## src/rtl/desplazador_secuencial_ctrl.sv

```systemverilog
// desplazador_secuencial_ctrl: sequential left/right shift controller.
// Accepts one request at a time on inicio. It shifts the latched word one
// position per clock, writes resultado on completion and pulses listo.
// Optional build macro ROTACION_EN adds input rotar. With rotar = 1 the
// operation is a rotate, and the amount is taken modulo N.
module desplazador_secuencial_ctrl #(
  parameter int N = 4
) (
  input  logic         clk,
  input  logic         rst,
  input  logic         inicio,
  input  logic         dir,
`ifdef ROTACION_EN
  input  logic         rotar,
`endif
  input  logic [N-1:0] palabraA,
  input  logic [N-1:0] palabraB,
  output logic [N-1:0] resultado,
  output logic         ocupado,
  output logic         listo
);

  localparam int unsigned CW = $clog2(N + 1);
  localparam logic [N-1:0] N_W = N'(N);

  typedef enum logic [1:0] {
    REPOSO,
    DESPLAZA,
    FIN
  } estado_t;

  estado_t        estado_q, estado_d;
  logic [N-1:0]   trabajo_q, trabajo_d;
  logic [CW-1:0]  k_q, k_d;
  logic           dir_q, dir_d;
  logic [N-1:0]   resultado_q, resultado_d;
  logic           rotando;
  logic [CW-1:0]  k_carga;
  logic [N-1:0]   desplazado;

`ifdef ROTACION_EN
  logic           rot_q, rot_d;
  assign rotando = rot_q;
`else
  assign rotando = 1'b0;
`endif

  // Shift amount loaded on acceptance: clamp to N, or modulo N when rotating.
  always_comb begin
    k_carga = (palabraB > N_W) ? CW'(N) : CW'(palabraB);
`ifdef ROTACION_EN
    if (rotar) begin
      k_carga = CW'(palabraB % N_W);
    end
`endif
  end

  // One-position shift of the working word; the fill bit is zero or the wrapped bit.
  always_comb begin
    if (dir_q) begin
      desplazado = {trabajo_q[N-2:0], (rotando ? trabajo_q[N-1] : 1'b0)};
    end else begin
      desplazado = {(rotando ? trabajo_q[0] : 1'b0), trabajo_q[N-1:1]};
    end
  end

  // Next-state and datapath update logic.
  always_comb begin
    estado_d    = estado_q;
    trabajo_d   = trabajo_q;
    k_d         = k_q;
    dir_d       = dir_q;
    resultado_d = resultado_q;
`ifdef ROTACION_EN
    rot_d       = rot_q;
`endif
    unique case (estado_q)
      REPOSO: begin
        if (inicio) begin
          trabajo_d = palabraA;
          dir_d     = dir;
          k_d       = k_carga;
`ifdef ROTACION_EN
          rot_d     = rotar;
`endif
          if (k_carga == '0) begin
            resultado_d = palabraA;
            estado_d    = FIN;
          end else begin
            estado_d = DESPLAZA;
          end
        end
      end
      DESPLAZA: begin
        trabajo_d = desplazado;
        k_d       = k_q - CW'(1);
        if (k_q == CW'(1)) begin
          resultado_d = desplazado;
          estado_d    = FIN;
        end
      end
      FIN: begin
        estado_d = REPOSO;
      end
      default: begin
        estado_d = REPOSO;
      end
    endcase
  end

  // State and register update; synchronous reset has priority over everything.
  always_ff @(posedge clk) begin
    if (rst) begin
      estado_q    <= REPOSO;
      trabajo_q   <= '0;
      k_q         <= '0;
      dir_q       <= 1'b0;
      resultado_q <= '0;
`ifdef ROTACION_EN
      rot_q       <= 1'b0;
`endif
    end else begin
      estado_q    <= estado_d;
      trabajo_q   <= trabajo_d;
      k_q         <= k_d;
      dir_q       <= dir_d;
      resultado_q <= resultado_d;
`ifdef ROTACION_EN
      rot_q       <= rot_d;
`endif
    end
  end

  assign resultado = resultado_q;
  assign ocupado   = (estado_q != REPOSO);
  assign listo     = (estado_q == FIN);

endmodule
```

## config.mk

```make
export PLATFORM = sky130hd
export DESIGN_NAME = desplazador_secuencial_ctrl
export DESIGN_NICKNAME = d
export VERILOG_FILES = /design/src/rtl/desplazador_secuencial_ctrl.sv
export SDC_FILE = /design/constraint.sdc
export NUM_CORES = 1
export LEC_CHECK = 0
export ABC_AREA = 0
export CORE_MARGIN = 2
export CORE_UTILIZATION = 50
export CTS_BUF_LIST = sky130_fd_sc_hd__clkbuf_4
export DETAILED_ROUTE_END_ITERATION = 12
export GPL_TIMING_DRIVEN = 0
export PLACE_DENSITY_LB_ADDON = 0.25
export SLEW_MARGIN = 20
export SYNTH_ARGS = -nofsm -noshare
export SYNTH_HDL_FRONTEND = slang
export SYNTH_SLANG_ARGS = --single-unit
```

## constraint.sdc

```tcl
create_clock -name clk -period 3 [get_ports clk]
set_input_delay 0.3 -clock clk [delete_from_list [all_inputs] [get_ports clk]]
set_output_delay 0.3 -clock clk [all_outputs]
set_load 0.05 [all_outputs]
```

# --- Word-level counts from Yosys, hierarchy flattened ---
# Index checks and enable logic that the tools add are counted.
classes:
  magnitude_cmp: 1
  eq_ne: 6
  mux: 14
  add_sub_neg: 1
  n_reduce_logical: 8
ops:
  columns: ["cell", "count"]
  rows:
  - ["4-bit two-way mux", 5]
  - ["4-bit case mux with 2 select lines", 2]
  - ["2-bit two-way mux", 3]
  - ["3-bit two-way mux", 2]
  - ["2-bit != test, second input constant", 3]
  - ["3-bit case mux with 2 select lines", 1]
  - ["2-bit AND reduction", 3]
  - ["4-bit by 3-bit greater-than comparator with 1-bit output, second input constant", 1]
  - ["2-bit case mux with 2 select lines", 1]
  - ["4-bit AND reduction", 1]
  - ["2-bit nonzero test", 2]
  - ["3-bit by 1-bit equality test with 1-bit output, second input constant", 1]
  - ["3-bit zero test", 1]
  - ["3-bit by 1-bit subtractor with 3-bit output, second input constant", 1]
  - ["2-bit by 1-bit equality test with 1-bit output, second input constant", 1]
  - ["2-bit equality test, second input constant", 1]
  - ["2-bit zero test", 1]
totals:
  register_bits: 14
  out_inout_bits: 6
  wordCells: 35
  input_bits: 12

# --- Depth between registers and ports, before layout ---
logic_depth:
  depth_word: 6
  mapped_depth: 6
  ltp_nobuf: 6

# --- Worst setup path before layout ---
# Ideal clock, no wire load.
synth_timing:
  kind: "in2reg"
  from: "input palabraB[3]"
  to: "register resultado_q[0] (netlist: resultado[0])"
  path_stages: 4
  t_arrival_ns: 1.320
  n_path_buf: 0
  required_time_ns: 2.914
  setup_slack_ns: 1.594
  cell_sequence: "or4_4 > o22ai_4 > nor2_1 > a211oi_1"
synth_via:
  elab_chain_cells: 5
synth_rtl:
  columns: ["item", "line", "source"]
  rows:
  - ["from (decl)", "17", "input logic [N-1:0] palabraB,"]
  - ["4-bit by 3-bit greater-than comparator with 1-bit output", "50", "k_carga = (palabraB > N_W) ? CW'(N) : CW'(palabraB);"]
  - ["3-bit two-way mux", "50", null]
  - ["3-bit zero test", "86", "if (k_carga == '0) begin"]
  - ["2-bit != test (no line)", null, null]
  - ["4-bit AND reduction (no line)", null, null]
  - ["to (signal assigned)", "127", "resultado_q <= resultado_d;"]
  - ["to (decl)", "36", "logic [N-1:0] resultado_q, resultado_d;"]
# No other way between the ends.
# A chain may end at the register's enable or synchronous reset.

# --- Final worst setup path ---
layout_timing:
  from: "register estado_q[0]"
  to: "output ocupado"
layout_via:
  elab_chain_cells: 1
layout_rtl:
  columns: ["item", "line", "source"]
  rows:
  - ["from (decl)", "32", "estado_t estado_q, estado_d;"]
  - ["from (signal assigned)", "123", "estado_q <= estado_d;"]
  - ["2-bit nonzero test", "135", "assign ocupado = (estado_q != REPOSO);"]
  - ["to (decl)", "19", "output logic ocupado,"]
# No other way between the ends.

==> out/qor.yml <==
floorplanning:
  die_h_um: 41.2
  die_area_um2: 1700
  coreArea_um2: 1300
  io_pins: 18
  initial_core_util_pct: 53.2
  rows: 13
  chipWidth_um: 41.2
global_route:
  gr-total-overflow: 0
  grt_pass1_wl_mm: 2.55
  grt_antenna_before_repair: 0
  track_usage_pct: 23.4
  grt_max_degree: 11
  grt_pass1_vias: 588
final_layout:
  drive_gt1_share_pct: 11.7
  multiInputGateArea_um2: 387
  nFillCells: 119
  fin_area_um2: 907
  fin_nets: 118
  diodes: 0
  seqCellArea_um2: 280
  synthToLayoutAreaGrowth_pct: 31.1
yosys:
  synth_top_flop_cell: "dfxtp_1"
  synth_top_area_share_pct: 40.5
  syn_nets: 96
  synth_area_um2: 692
  yosysWarnings: 0
  seq_area_frac_synth_pct: 40.5
  yosys-top-cells-area: "dfxtp_1, a21oi_1, nand2_1, a211oi_1, nor2_1"
  ys_ff_latch: 14
  synth_largest_area_cell: "dfxtp_1"
  synth_most_common_cell: "dfxtp_1"
  postSynthCellCount: 82
  synth_edf_count: 0
  syn_area_per_cell_um2: 8.44
  async_flop_share_pct: 0
  synthTopCellsByCount: "dfxtp_1, nand2_1, nor2_1"
  synth_cell_types: 28
hold_path:
  hold_path.class: "flop to flop"
clocking:
  path_clk_slew_ns: 0.09
  cts_hold_buf: 0
  cts_tree: "done"
  cts_resized: 0
  clockBufferDepth: 2
  cts_buffers: 3
  post-cts-setup-buffers: 0
  cts_sinks: 14
  clkLatencyLatePin_ns: 0.28
  htree_levels: 1
  cts_root_buffer: "clkbuf_4"
timing:
  relSlewSlack_pct: 66.9
  min_period_over_period_pct: 65.2
  fmax_mhz: 511
  worst_pin_slew_ns: 0.496
  min_period_ns: 1.96
  hold_violations: 0
  rsz0062_at_grt: "false"
  slew_violations: 0
  finalSetupTns_ns: 0
  setup_viol: 0
  skew_ns: 0.00158
setup_path:
  cp_max_fo: 6
  cp_slowest_cell: "clkdlybuf4s50_1"
  critPathArrivalTime_ns: 1.66
  cpPeakStageDelay_ns: 0.70
  worstSetupPathType: "flop to primary output"
  critPathRequiredTime_ns: 2.70
  cp-start-kind: "flop"
  cpLargestDelayFamily: "buffers and inverters"
  critical_path_buf_inv_count: 1
  cp-end-kind: "primary output"
  cp_cell_sequence: "or2_2 > clkdlybuf4s50_1"
routing:
  drtAntennaViolNets: 0
  drcViolationCount: 0
  vias: 677
  wl_per_cell_um: 13.9
  first_pass_iters: 4
  drtIter0Drc: 20
  vias_per_cell: 5.74
  wl_mm: 1.64
placement:
  detailed_place.area_um2: 881
  gp_congestion: 0.806
  hpwl_mm: 1.20
  portBuffers: 17
job:
  maxCapViolations: 0
pwr:
  p_per_area_nw_per_um2: 486
  p_int_w: 0.000300
  power_frac_seq_pct: 48.4
  clkPwrFrac_pct: 25.5
  combPwrFrac_pct: 26.1
  vdd_ir_drop_max_v: 0.000215
  p_switching_w: 0.000141
  swShare_pct: 32.0
  leakage_nw: 0.332
status:
  outcome: "finished clean"
## metal layers
| layer | track usage, % | vias to the layer above | share of wire, % | routed length [um] |
|---|---|---|---|---|
| li1 | - | 341 | - | - |
| met5 | 0 | - | 0 | 0 |
| met1 | 28.9 | 307 | 46 | 748 |
| met3 | 3.80 | 2 | 7.1 | 116 |
| met2 | 39.8 | 27 | 46 | 761 |
| met4 | 9.68 | 0 | 1.0 | 17 |
## worst min-delay path, cell delays in order, from the launching register on
cell and delay [ns]:
dfxtp_1 0.32, nand2_1 0.05, a21oi_1 0.05
## registers in the layout, summed over array words and instances (netlist names)
register,count
k_q,3
resultado,4
dir_q,1
estado_q,2
trabajo_q,4
## cells in the final DEF, fill, tap and decap left out, drive strengths merged
cell / synthesis / layout
ha: 2 / 2
nor2b: 2 / 2
or3b: 1 / 1
nor2: 10 / 10
a211o: 1 / 1
o22a: 1 / 1
clkbuf: 1 / 4
mux2i: 2 / 2
dfxtp: 14 / 14
or2: 2 / 2
nor4: 1 / 1
a211oi: 5 / 5
nor3b: 1 / 1
a22oi: 1 / 1
a31oi: 1 / 1
clkdlybuf4s50: 0 / 17
or2b: 1 / 1
inv: 3 / 3
or4: 1 / 1
nor3: 1 / 1
nand3: 1 / 1
and3: 2 / 2
a21oi: 9 / 9
o22ai: 1 / 1
nand2b: 1 / 1
buf: 2 / 2
nand2: 11 / 11
o211ai: 4 / 4
clkinv: 0 / 1
## area by class of cell
cell class,count,area share (%)
inverters,3,1.24
plain buffers,3,1.52
well taps,15,2.07
flip-flops and latches,14,30.9
multi-input cells,62,42.6
clock inverters,1,0.414
clock buffers,3,2.48
repair buffers,17,18.8
## cells by family after synthesis
logic type / synth area share, %
buffers and inverters: 3.62
adder cells (fa/ha/maj): 3.62
multiplexers: 2.89
flip-flops: 40.5
AND/OR/NAND/NOR: 25.5
AO/OA/AOI/OAI: 23.9
## power by group through the flow
stage	Sequential [W]	Combinational, W	Clock (W)
floorplan	0.000222	0.0000678	0
detailed placement	0.000218	0.000114	0
global route	0.000215	0.000125	0.000122
finish	0.000214	0.000115	0.000113
CTS	0.000213	0.000115	0.000114
global placement	0.000216	0.000112	0
## per-stage QoR
stage                     setup WS (ns)  hold slack [ns]  power [W]  cells  utilization (%)
after CTS                          1.03            0.463   0.000442    118             69.7
after detailed placement           1.03            0.446   0.000332    114             67.7
after floorplan                    1.59            0.373   0.000290     82                -
final                              1.04            0.459   0.000441    118             69.7
after global placement             1.05            0.444   0.000327    114             67.7
after global routing              0.942            0.486   0.000462    118             69.7
## final timing paths
path                                                 from                   endpoint  slack [ns]  depth (start not counted)
worst max register to register   estado_q[0]$_SDFFE_PP0P_  resultado[2]$_SDFFE_PP0P_        1.50                          5
worst max-delay path             estado_q[0]$_SDFFE_PP0P_                    ocupado        1.04                          2
worst min register to register  resultado[1]$_SDFFE_PP0P_  resultado[1]$_SDFFE_PP0P_        0.46                          2
worst min-delay path            resultado[1]$_SDFFE_PP0P_  resultado[1]$_SDFFE_PP0P_        0.46                          2
Note: power is estimated with default switching activity, not from simulation.
